$ cat src/rtl/button_conditioner.sv
// button_conditioner: sync, debounce and press-detect for the calculator push buttons.
// Optional auto-repeat of held digit keys is built when AUTO_REPEAT_EN is defined.
// Ports:
//   clk        in   system clock
//   rst        in   synchronous reset, active-high
//   btn_raw    in   raw asynchronous button levels, 1 = pressed
//   btn_level  out  debounced button levels
//   btn_pulse  out  one-cycle strobe per accepted press (and per repeat)
//   key_code   out  1..N_BTN of last press/repeat, 0 = none since reset
//   key_valid  out  one-cycle strobe when key_code updates
//   any_held   out  OR of btn_level
module button_conditioner #(
  parameter int N_BTN = 9,
  parameter int DEBOUNCE_CYCLES = 1000000,
  parameter int CNT_W = 20,
  parameter int REPEAT_DELAY = 50000000,
  parameter int REPEAT_RATE = 15000000,
  parameter logic [N_BTN-1:0] REPEAT_MASK =
    N_BTN'(9'b000001111)
) (
  input  logic             clk,
  input  logic             rst,
  input  logic [N_BTN-1:0] btn_raw,
  output logic [N_BTN-1:0] btn_level,
  output logic [N_BTN-1:0] btn_pulse,
  output logic [3:0]       key_code,
  output logic             key_valid,
  output logic             any_held
);

  localparam logic [CNT_W-1:0] DB_LAST =
    CNT_W'(DEBOUNCE_CYCLES - 1);

  logic [N_BTN-1:0] s1;
  logic [N_BTN-1:0] s2;
  logic [CNT_W-1:0] cnt [N_BTN];
  logic [N_BTN-1:0] lvl_nxt;
  logic [N_BTN-1:0] press;
  logic [N_BTN-1:0] pulse_nxt;
  logic [3:0]       code_nxt;

  always_comb begin
    lvl_nxt = btn_level;
    for (int i = 0; i < N_BTN; i++) begin
      if (s2[i] != btn_level[i] && cnt[i] == DB_LAST)
        lvl_nxt[i] = s2[i];
    end
    press = lvl_nxt & ~btn_level;
  end

  // Walk downward so the lowest pulsing index wins.
  always_comb begin
    code_nxt = key_code;
    for (int i = N_BTN - 1; i >= 0; i--) begin
      if (btn_pulse[i])
        code_nxt = 4'(i + 1);
    end
  end

`ifdef AUTO_REPEAT_EN
  localparam int RMAX = (REPEAT_DELAY > REPEAT_RATE) ?
                        REPEAT_DELAY : REPEAT_RATE;
  localparam int RW = $clog2(RMAX + 1);
  // The counter is cleared the cycle after each strobe,
  // so two cycles of the interval have already elapsed
  // when it starts counting again.
  localparam logic [RW-1:0] LIM_D = RW'(REPEAT_DELAY - 2);
  localparam logic [RW-1:0] LIM_R = RW'(REPEAT_RATE - 2);

  logic [RW-1:0]    rcnt;
  logic [RW-1:0]    lim;
  logic             rep_phase;
  logic             hold_ok;
  logic             fire;
  logic [N_BTN-1:0] fire_vec;

  always_comb begin
    hold_ok = 1'b0;
    for (int i = 0; i < N_BTN; i++) begin
      if (key_code == 4'(i + 1) && btn_level[i] &&
          REPEAT_MASK[i])
        hold_ok = 1'b1;
    end
    lim  = rep_phase ? LIM_R : LIM_D;
    fire = hold_ok && (btn_pulse == '0) && (rcnt == lim);
    fire_vec = '0;
    for (int i = 0; i < N_BTN; i++)
      fire_vec[i] = fire && (key_code == 4'(i + 1));
  end

  always_ff @(posedge clk) begin
    if (rst) begin
      rcnt      <= '0;
      rep_phase <= 1'b0;
    end else begin
      if (btn_pulse != '0 || !hold_ok)
        rcnt <= '0;
      else
        rcnt <= rcnt + 1'b1;
      if (press != '0)
        rep_phase <= 1'b0;
      else if (fire)
        rep_phase <= 1'b1;
    end
  end

  assign pulse_nxt = press | fire_vec;
`else
  logic unused_rep;
  assign unused_rep = ^{REPEAT_MASK, REPEAT_DELAY[0],
                        REPEAT_RATE[0]};
  assign pulse_nxt = press;
`endif

  always_ff @(posedge clk) begin
    if (rst) begin
      s1        <= '0;
      s2        <= '0;
      btn_level <= '0;
      btn_pulse <= '0;
      key_code  <= '0;
      key_valid <= 1'b0;
      any_held  <= 1'b0;
      for (int i = 0; i < N_BTN; i++)
        cnt[i] <= '0;
    end else begin
      s1        <= btn_raw;
      s2        <= s1;
      btn_level <= lvl_nxt;
      btn_pulse <= pulse_nxt;
      key_code  <= code_nxt;
      key_valid <= |btn_pulse;
      any_held  <= |lvl_nxt;
      // A sample equal to the level (a bounce) restarts the count.
      for (int i = 0; i < N_BTN; i++) begin
        if (s2[i] == btn_level[i] || cnt[i] == DB_LAST)
          cnt[i] <= '0;
        else
          cnt[i] <= cnt[i] + 1'b1;
      end
    end
  end

endmodule

$ cat config.mk
export PLATFORM = sky130hd
export DESIGN_NAME = button_conditioner
export DESIGN_NICKNAME = d
export VERILOG_FILES = /design/src/rtl/button_conditioner.sv
export SDC_FILE = /design/constraint.sdc
export NUM_CORES = 1
export LEC_CHECK = 0
export ABC_AREA = 1
export CORE_MARGIN = 2
export CORE_UTILIZATION = 43
export CTS_CLUSTER_SIZE = 14
export DETAILED_ROUTE_END_ITERATION = 6
export PLACE_DENSITY = 0.69
export SETUP_SLACK_MARGIN = 0.5
export SLEW_MARGIN = 40
export SYNTH_ARGS = -nofsm -noshare
export SYNTH_HDL_FRONTEND = slang
export SYNTH_SLANG_ARGS = --single-unit
$ cat constraint.sdc
create_clock -name clk -period 2.68 [get_ports clk]
set_clock_uncertainty 0.2 [all_clocks]
set_input_delay 0.536 -clock clk [delete_from_list [all_inputs] [get_ports clk]]
set_output_delay 0.536 -clock clk [all_outputs]
set_load 0.01 [all_outputs]
==> flow_summary.json, run 1 <==
{
  "via_per_inst": 4.67,
  "netlist_area_um2": 12100,
  "cp.depth": 9,
  "final_common_cell": "nor2_1",
  "antenna_left": 0,
  "min_period_ns": 2.05,
  "setup-tns-final_ns": 0,
  "status": "finished clean",
  "dr.pass1.iters": 5,
  "cp_max_fo": 11,
  "gr-total-overflow": 0,
  "critPathTopFamily": "simple AND/OR/NAND/NOR gates",
  "finalInstanceArea_um2": 14600,
  "area_delta_synth_final_pct": 20.6,
  "synth.area.top_cells": "edfxtp_1 (45%), nor2_1 (7.3%), dfxtp_1 (6.9%)",
  "ys_ff_latch": 222,
  "synth_top_family_by_area": "simple AND/OR/NAND/NOR gates",
  "synthSimpleGateAreaFrac": 0.311,
  "peakVddDrop_mv": 0.407,
  "numPlacedInstances": 1976,
  "synth_mux_area_frac": 0,
  "core_um2": 27800,
  "drc": 0,
  "hold_ws_ns": 0.0820,
  "cp-start-kind": "flip-flop",
  "synth_cells": 1396,
  "grt_pass1_vias": 8932,
  "grtUsageTotal": 0.163,
  "dieArea_um2": 29500,
  "die_h_um": 172,
  "crit_top_cell": "nor2_2",
  "synth_top_cell_by_area": "edfxtp_1",
  "crit_type": "reg2reg",
  "worst_ep_required_time_ns": 2.83,
  "synth_fa_ha_area_frac": 0.00930,
  "antenna_found_initial": 0,
  "numCtsBuffers": 25,
  "wire_per_inst_um": 11.6,
  "rows": 61,
  "layout-drive-gt1-share": 0.125,
  "cts_num_sinks": 222,
  "cpPeakStageDelay_ns": 0.42,
  "path_clk_slew_ns": 0.05,
  "hp-class": "in2reg",
  "initial_core_util": 0.436,
  "worstPathArrival_ns": 2.20,
  "rsz0062_at_grt": "yes",
  "drtIter0Drc": 566,
  "layout.cells.non_filler": 2040,
  "clock_latency_ns": 0.52,
  "min_period_over_period": 0.765,
  "fin_nets": 1664,
  "power_w": 0.00751,
  "grt_max_degree": 21,
  "cellLeakagePower_nw": 6.08,
  "avgSynthCellArea_um2": 8.67,
  "routed-via-count": 9523,
  "antennaDiodeCount": 0,
  "place_congestion": 0.829,
  "hold_violations": 0,
  "synth_xor_area_frac": 0.0405,
  "fmaxAchievable_mhz": 488,
  "cts_root_buf": "clkbuf_16",
  "worstPathCellList": "ha_1, nand2_1, nor2_2, inv_1, nor2_2, nand3_1, nand4_1, buf_4, nor3_2",
  "crit_path_top_delay_cell": "edfxtp_1",
  "totalWireLength_um": 23600,
  "seq_area_frac_synth": 0.516,
  "h-tree-depth": 1,
  "die_x_um": 172,
  "placed_area_um2": 13600,
  "synth_compound_area_frac": 0.0527,
  "portBuffers": 34,
  "ios": 35,
  "powerDensity_nw_per_um2": 515,
  "cp-end-kind": "flip-flop",
  "dp.final_hpwl_um": 17500,
  "report.final.slew_viol_count": 0,
  "cts_tree": "done",
  "reg2reg_depth": 9,
  "yosys_warnings": 0,
  "grt_pass1_wl_um": 39900,
  "worst_hold_path.num_cells": 2,
  "yosysTopAreaCellShare": 0.446,
  "clockBufferDepth": 3,
  "cap_violations": 0,
  "path_buf_inv": 2,
  "setup_viol_count_final": 0,
  "synth.distinct_cells": 47,
  "mostFrequentLayoutCells": "nor2_1 (225), nand2_1 (211), inv_1 (183), edfxtp_1 (180), conb_1 (180)"
}
logic make-up (layout without fill, tap and decap cells):
kind of cell    Yosys count  after routing
other cells               1            180
xor+xnor                 56             56
compound gates          118            118
fa+ha+maj                 9              9
flops                   222            222
simple gates            772            772
buf+inv                 218            305
where the power goes:
group	total (W)	internal, W	switching (W)
Sequential	0.00398	0.00386	0.000124
Combinational	0.000348	0.000122	0.000226
Clock	0.00318	0.00187	0.00132
Total	0.00751	0.00584	0.00167
cells in the mapped netlist, drive strengths merged:
| cell type | count |
|---|---|
| inv | 196 |
| edfxtp | 180 |
| nor2 | 271 |
| o21ai | 22 |
| xor2 | 44 |
| nor4b | 1 |
| conb | 1 |
| nand2 | 229 |
| nor4 | 10 |
| nor3b | 21 |
| a211oi | 2 |
| buf | 15 |
| o21bai | 1 |
| o41ai | 1 |
| nand3b | 2 |
| a21boi | 1 |
| clkinv | 1 |
| dfxtp | 42 |
| xnor2 | 12 |
| nor3 | 90 |
| clkbuf | 6 |
| ha | 9 |
| nand4 | 44 |
| a31oi | 7 |
| o21a | 9 |
| or2 | 18 |
| a21oi | 74 |
| or4 | 1 |
| and3 | 4 |
| nand3 | 81 |
| o31ai | 1 |
per-layer routing:
metal	vias to the layer above	GRT usage	routed length, um
li1	4988	-	-
met4	0	0.0446	540
met5	-	0	0
met2	145	0.278	11300
met3	35	0.0249	893
met1	4355	0.216	10900
worst paths after layout:
| path | start | to | slack [ns] |
|---|---|---|---|
| hold / removal | rst | s1[3] | 0.08 |
| setup / recovery | cnt[2][0] | cnt[2][14] | 0.63 |
| setup reg to reg | cnt[2][0] | cnt[2][14] | 0.63 |
| hold reg to reg | s1[0] | s2[0] | 0.20 |
per-stage QoR:
step           setup WS [ns]   util
2_1_floorplan          0.829      -
3_3_place_gp           0.169  0.488
3_5_place_dp           0.129  0.488
4_1_cts                0.504  0.516
5_1_grt                0.443  0.526
6_report               0.631  0.526
state kept, by name (all words and copies together) (netlist names):
name       flops
any_held       1
btn_level      9
btn_pulse      9
cnt          180
key_code       4
key_valid      1
s1             9
s2             9
layout make-up:
cell class                      count  area [um2]
Clock buffer                       41         737
Clock inverter                      4        20.0
Fill cell                        2664       13200
Inverter                          197         741
Multi-Input combinational cell   1135        5810
Sequential cell                   222        6250
Tap cell                          378         473
Timing Repair Buffer               63         562
timing repair:
| action | 4_1_cts | 5_1_grt |
|---|---|---|
| pin swaps | 1 | 6 |
| gates resized for setup | 34 | 36 |
| gates cloned | 0 | 0 |
| hold buffers | 0 | 0 |
| endpoints found under the setup margin | 70 | 101 |
| setup buffers | 2 | 17 |
(Power assumes the default switching activity.)
==> run 2: changes to the inputs <==
==> constraint.sdc (replaced) <==
create_clock -name clk -period 1.96 [get_ports clk]
set_clock_uncertainty 0.2 [all_clocks]
set_input_delay 0.392 -clock clk [delete_from_list [all_inputs] [get_ports clk]]
set_output_delay 0.392 -clock clk [all_outputs]
set_load 0.01 [all_outputs]
==> run 2 against run 1 <==
Against the previous run: the flow now finishes with violations (setup timing); wire length increased by 45%; total power increased by 63%; worst hold slack improved by 0.10 ns; critical path type unchanged; maximum frequency decreased by 1.8%.
==> flow_summary.json, run 2 (same netlist as run 1, synthesis figures left out) <==
{
  "fmaxAchievable_mhz": 479,
  "dieArea_um2": 29500,
  "worstPathArrival_ns": 2.18,
  "ios": 35,
  "drc": 0,
  "antenna_found_initial": 0,
  "clock_latency_ns": 0.55,
  "routed-via-count": 11360,
  "antennaDiodeCount": 0,
  "dp.final_hpwl_um": 19000,
  "grt_pass1_wl_um": 50800,
  "antenna_left": 0,
  "fin_nets": 1932,
  "cp_max_fo": 6,
  "multiInputGateArea_um2": 7910,
  "peakVddDrop_mv": 0.725,
  "crit_top_cell": "nor2_1",
  "die_h_um": 172,
  "setup-tns-final_ns": -1.42,
  "worst_ep_required_time_ns": 2.05,
  "power_w": 0.0123,
  "h-tree-depth": 1,
  "numCtsBuffers": 28,
  "cp-end-kind": "flip-flop",
  "cpPeakStageDelay_ns": 0.46,
  "worst_slack_ns": -0.127,
  "hold_violations": 0,
  "grtUsageTotal": 0.210,
  "clockBufferDepth": 3,
  "via_per_inst": 4.91,
  "cp-start-kind": "flip-flop",
  "cap_violations": 0,
  "crit_path_top_delay_cell": "edfxtp_1",
  "grt_max_degree": 19,
  "hp-class": "in2reg",
  "cts_tree": "done",
  "fillers": 1921,
  "layout-drive-gt1-share": 0.447,
  "core_um2": 27800,
  "top_register": "cnt",
  "powerDensity_nw_per_um2": 625,
  "cellLeakagePower_nw": 8.15,
  "cts_root_buf": "clkbuf_16",
  "die_x_um": 172,
  "regArea_um2": 6310,
  "area_delta_synth_final_pct": 62.2,
  "setup_viol_count_final": 29,
  "worstPathCellList": "nor2_1, nand3_1, nor2_1, nand3_2, nand4_1, buf_6, buf_12, a21oi_2, a21boi_1",
  "min_period_over_period": 1.06,
  "grt_pass1_vias": 10973,
  "rows": 61,
  "path_clk_slew_ns": 0.06,
  "portBuffers": 34,
  "wire_per_inst_um": 14.9,
  "gr-total-overflow": 0,
  "report.final.slew_viol_count": 0,
  "status": "complete, but fails checks",
  "crit_type": "reg2reg",
  "failed_checks": "setup timing",
  "place_congestion": 0.825,
  "largest_reg_flops": 180,
  "utilization": 0.707,
  "hold_buffers": 0,
  "totalWireLength_um": 34400,
  "min_period_ns": 2.09,
  "drtIter0Drc": 689,
  "rsz0062_at_grt": "yes",
  "cts_num_sinks": 222,
  "dr.pass1.iters": 5,
  "initial_core_util": 0.436,
  "mostFrequentLayoutCells": "buf_4 (219), edfxtp_1 (180), conb_1 (180), nand2_1 (170), inv_1 (153)",
  "final_common_cell": "buf_4"
}
[run 2: changes by cell type in the layout (fill, tap and decap cells not counted), moves of 22 or more]
cell           delta
a21oi_1          -40
inv_2            +24
nor3_2           +26
nand2_4          +25
inv_1            -30
a21oi_2          +36
dlygate4sd2_1    -22
buf_6            +72
nand2_1          -41
nor2_4           +76
nor2_1           -97
nor3_1           -47
buf_4           +194
nand3_1          -28
[run 2: what timing repair did]
item,in CTS,in global routing
setup buffers,118,68
pin swaps,104,126
gates cloned,9,1
endpoints found under the setup margin,225,227
resized for setup,434,244
[run 2: worst max-delay path: cells and delay by family (launching register included)]
family	cells	cell delay, ns
flip-flops	1	0.46
AND/OR/NAND/NOR	5	0.79
buffers and inverters	2	0.26
AO/OA/AOI/OAI	2	0.14
[run 2: where the power goes]
part | switching [W] | internal, W | leakage (nW)
clock | 0.00208 | 0.00382 | 0.528
combinational | 0.000565 | 0.000397 | 5.41
sequential | 0.000158 | 0.00525 | 2.22
[run 2: area by class of cell]
type,count,area share
clock buffers,40,0.0454
clock inverters,12,0.00988
inverters,197,0.0392
multi-input cells,1136,0.403
flip-flops and latches,222,0.321
well taps,378,0.0241
repair buffers,326,0.156
repair inverters,1,0.000828
[run 2: through the flow]
stage	std cells	hold WS, ns	cell area [um2]	setup slack, ns
after global placement	2064	0.190	14700	-0.389
final	2312	0.183	19600	-0.127
after floorplan	1575	0.188	13300	0.128
after detailed placement	2064	0.194	14700	-0.144
after global routing	2312	0.186	19600	-0.250
after CTS	2243	0.172	18100	-0.00927
[run 2: worst paths after layout]
| check | start | to | slack [ns] | cells past startpoint |
|---|---|---|---|---|
| setup / recovery | cnt[1][13] | cnt[1][18] | -0.13 | 9 |
| hold / removal | btn_raw[2] | s1[2] | 0.18 | 3 |
| setup reg to reg | cnt[1][13] | cnt[1][18] | -0.13 | 9 |
| hold reg to reg | s1[4] | s2[4] | 0.19 | 2 |
[run 2: layer usage]
metal,up-vias,wire [um],track usage
li1,5527,-,-
met1,5542,13600,0.250
met2,227,18600,0.388
met3,64,1180,0.0295
met4,0,901,0.0716
met5,-,0,0
==> variant 1: new RTL, flow settings as in run 1 <==
Remove the register `key_valid`: a continuous assignment takes its place, so the output `key_valid` follows one clock earlier. Comments in the files are not updated.
--- a/src/rtl/button_conditioner.sv
+++ b/src/rtl/button_conditioner.sv
@@ -121,3 +121,2 @@
       key_code  <= '0;
-      key_valid <= 1'b0;
       any_held  <= 1'b0;
@@ -131,3 +130,2 @@
       key_code  <= code_nxt;
-      key_valid <= |btn_pulse;
       any_held  <= |lvl_nxt;
@@ -143,2 +141,4 @@
 
+  assign key_valid = |btn_pulse;
+
 endmodule
Formal check against the unedited RTL: same outputs for any inputs over 10 cycles, from zero or initial values and one cycle with rst high; that may be too few to reach the edited logic, so the function may still have changed.
==> variant 1 against run 1 <==
- area after synthesis fell by 2.3%
- clock power rose by 7.2%
- final cell count fell by 3.0%
- power rose by 2.7%
- wire length fell by 1.6%
- via count fell by 2.3%
- setup slack got worse by 0.26 ns
- sequential cell count fell by 1
- sequential share of layout area rose by 0.18 points
- hold slack improved by 0.11 ns
- synthesized cell count fell by 2.4%
- first-iteration DRC count fell by 13%
- cell area fell by 0.81%
==> variant 1: results (changes against run 1) <==
Pre-CTS setup slack: 0.376 ns (was 0.129 ns)
Worst path slowest cell: dfxtp_2 (was edfxtp_1)
Leakage: 6.08 nW (about the same)
Setup_tns: 0 ns (unchanged)
First-pass DRT Iterations: 5 (unchanged)
Total CTS buffers: 26 (was 25)
Nets: 1,638 (was 1,664)
Status: finished, final reports clean (unchanged)
Vias/cell: 4.70 (was 4.67)
Routability Congestion: 0.822 (was 0.829)
Register area share after synthesis: 0.527 (was 0.516)
Top cells by area, synth: edfxtp_1 46%, nor2_1 7.7%, nand2_1 7.0%, dfxtp_1 6.9%, inv_1 5.8% (was edfxtp_1 45%, nor2_1 7.3%, dfxtp_1 6.9%, nand2_1 6.7%, inv_1 5.7%)
DR WL/cell: 11.8 µm (was 11.6 µm)
Crit path max fanout: 3 (was 11)
R2R setup slack: 0.54 ns (was 0.63 ns)
Antenna violations before repair: 0 (unchanged)
Fill cells: 2,476 (was 2,664)
Final wirelength: 23,300 µm (was 23,600 µm)
Maximum vdd drop: 378 µV (was 407 µV)
Top post-synthesis cells by count: 244 x nor2_1, 222 x nand2_1, 184 x inv_1 (was 236 x nor2_1, 215 x nand2_1, 184 x inv_1)
# diodes: 0 (unchanged)
Ratio of cells with drive above 1 in the final layout: 0.115 (was 0.125)
WP data arrival: 1.57 ns (was 2.20 ns)
GRT Total Usage: 0.159 (was 0.163)
Inst Count DP: 1,908 (was 1,976)
Top reg by flops: cnt (unchanged)
Tightest Hold Check Type: reg2reg (was in2reg)
Fin crit period: 2.31 ns (was 2.05 ns)
First-pass GRT wire length: 38,500 µm (was 39,900 µm)
Mapped Cells: 1,362 (was 1,396)
Post-DP Area: 13,200 µm² (was 13,600 µm²)
H-Tree Depth: 1 (unchanged)
Pin count of the biggest net entering global routing: 32 (was 21)
Post-DP HPWL: 16,700 µm (was 17,500 µm)
CP peak stage delay: 0.33 ns (was 0.42 ns)
Vias in the first global route: 8,532 (was 8,932)
Iter 0 DRT Violations: 494 (was 566)
[variant 1: repair_timing]
| item | 4_1_cts | 5_1_grt |
|---|---|---|
| pin swaps | 0 | 12 |
| buffers inserted | 3 | 19 |
| cloned | 0 | 1 |
| endpoints found under the setup margin | 47 | 104 |
| hold buffers | 0 | 0 |
| resized for setup | 31 | 71 |
[variant 1: final timing paths]
kind                 from         end  cells past startpoint
min reg2reg         s1[7]       s2[7]                      2
min                 s1[7]       s2[7]                      2
max reg2reg     cnt[2][0]  cnt[2][11]                     11
max          btn_pulse[7]   key_valid                      4
[variant 1: through the flow]
step	hold slack, ns	total power, mW	utilization
2_1_floorplan	0.188	4.24	-
3_3_place_gp	0.188	4.33	0.491
3_5_place_dp	0.195	4.34	0.491
4_1_cts	0.188	7.76	0.523
5_1_grt	0.220	8.00	0.537
6_report	0.190	7.72	0.537
[variant 1: area by class of cell]
type / count / area share
Sequential cell: 221 / 0.430
Timing Repair inverter: 1 / 0.000518
Tap cell: 341 / 0.0295
Clock inverter: 10 / 0.00596
Timing Repair Buffer: 67 / 0.0404
Clock buffer: 38 / 0.0515
Inverter: 187 / 0.0488
Multi-Input combinational cell: 1114 / 0.393
[variant 1: report_power, final]
group / switching (mW) / internal [mW] / leakage (nW)
logic: 0.223 / 0.124 / 3.48
clock network: 1.38 / 2.02 / 0.408
registers: 0.120 / 3.84 / 2.19
total: 1.73 / 5.99 / 6.08
[variant 1: logic make-up (layout without fill, tap and decap cells)]
| group | after synthesis | in the layout | synth area share |
|---|---|---|---|
| simple gates | 740 | 740 | 0.294 |
| flops | 221 | 221 | 0.527 |
| buf+inv | 206 | 303 | 0.0680 |
| compound gates | 129 | 129 | 0.0601 |
| xor+xnor | 56 | 56 | 0.0415 |
| fa+ha+maj | 9 | 9 | 0.00952 |
| other cells | 1 | 180 | 0.000317 |
[variant 1: routing by layer]
layer  part of all wire  up-vias  GRT usage
met5                  0        -          0
met3              0.035       28     0.0256
li1                   -     4885          -
met4              0.017        0     0.0386
met1               0.48     4277      0.217
met2               0.47      118      0.268
[variant 1: critical path: cells and delay by family, from the launching register on]
family | cells | cell delay [ns]
and+or+nand+nor | 2 | 0.50
DFF | 1 | 0.33
buffers and inverters | 2 | 0.21
==> variant 2: new RTL, settings of run 1 <==
Made on the original files. The parameter `N_BTN` goes from 9 to 8.
--- a/src/rtl/button_conditioner.sv
+++ b/src/rtl/button_conditioner.sv
@@ -12,3 +12,3 @@
 module button_conditioner #(
-  parameter int N_BTN = 9,
+  parameter int N_BTN = 8,
   parameter int DEBOUNCE_CYCLES = 1000000,
Ports: changed (resized btn_level, btn_pulse and btn_raw); port bits go from 35 to 32. No check against the original RTL was run, so the function may have changed too.
==> variant 2 against run 1 <==
- count of clock-buffer cells in the layout down 23
- power fell by 15%
- sequential cell count is 24 lower
- setup slack lost 0.094 ns
- cell area decreased by 11%
- sequential power fell by 11%
- utilization down 0.63 points
- area after synthesis fell by 11%
- wire length is 9.8% lower
- hold slack gained 0.12 ns
- combinational power down 9.8%
- final cell count decreased by 9.8%
- synthesized cell count is 8.2% lower
==> variant 2: results (changes against run 1) <==
Post-Synth XOR/XNOR Area: 0.0291 (was 0.0405)
Post-Synth Adder-Cell Area: 0.00924 (was 0.00930)
Clock-cell share of area: 0.0448 (was 0.0518)
Post-synth cell types: 43 (was 47)
Ratio of cells with drive above 1 in the final layout: 0.113 (was 0.125)
Multi-input gates: 1,026 (was 1,135)
Crit path max fanout: 3 (was 11)
Register area share after synthesis: 0.514 (was 0.516)
Worst path slowest cell: clkdlybuf4s50_1 (was edfxtp_1)
Status: finished, final reports clean (unchanged)
Mapped Area: 10,800 µm² (was 12,100 µm²)
Sequential standard cell area: 5570 µm² (was 6250 µm²)
WP data arrival: 1.41 ns (was 2.20 ns)
Synth Area in Compound Gates: 0.0616 (was 0.0527)
Vias in the first global route: 7,911 (was 8,932)
Post-DP HPWL: 15,900 µm (was 17,500 µm)
Vias/cell: 4.65 (was 4.67)
CP peak stage delay: 0.56 ns (was 0.42 ns)
R2R depth: 10 (was 9)
Pin count of the biggest net entering global routing: 33 (was 21)
Post-Route Utilization: 0.519 (was 0.526)
Multi-input gate area: 5150 µm² (was 5810 µm²)
GRT Total Usage: 0.165 (was 0.163)
Maximum vdd drop: 365 µV (was 407 µV)
Top post-synthesis cells by count: 225 x nand2_1, 212 x nor2_1, 181 x inv_1 (was 236 x nor2_1, 215 x nand2_1, 184 x inv_1)
CTS resizes: 7 (was 34)
Post-synth EDFFs: 160 (was 180)
DR WL/cell: 11.6 µm (about the same)
Top cells by area, synth: edfxtp_1 44%, nand2_1 7.8%, nor2_1 7.3%, dfxtp_1 7.0%, inv_1 6.3% (was edfxtp_1 45%, nor2_1 7.3%, dfxtp_1 6.9%, nand2_1 6.7%, inv_1 5.7%)
## variant 2: cell count changes in the layout (fill, tap and decap cells not counted), sizes merged, moves of 11 or more
cell,before,now
clkbuf,41,18
buf,30,19
clkdlybuf4s50,9,30
o21ai,22,36
dlygate4sd2,22,0
conb,180,160
edfxtp,180,160
nor3,90,72
inv,196,209
xor2,44,24
nor2,271,238
## variant 2: final timing paths
check,from,endpoint
worst max register to register,cnt[0][40],cnt[0][58]
worst max-delay path,btn_level[5],btn_level[5]
worst min-delay path,s1[7],s2[7]
worst min register to register,s1[7],s2[7]
## variant 2: report_power, final
group	leakage, nW	internal, mW	switching [mW]	total (mW)
Combinational	3.11	0.107	0.207	0.314
Clock	0.283	1.34	1.22	2.56
Sequential	1.96	3.43	0.110	3.54
## variant 2: metal layers
metal | up-vias | part of all wire | track usage
li1 | 4507 | - | -
met1 | 3920 | 0.48 | 0.218
met2 | 95 | 0.47 | 0.270
met3 | 33 | 0.023 | 0.0278
met4 | 0 | 0.025 | 0.0652
met5 | - | 0 | 0
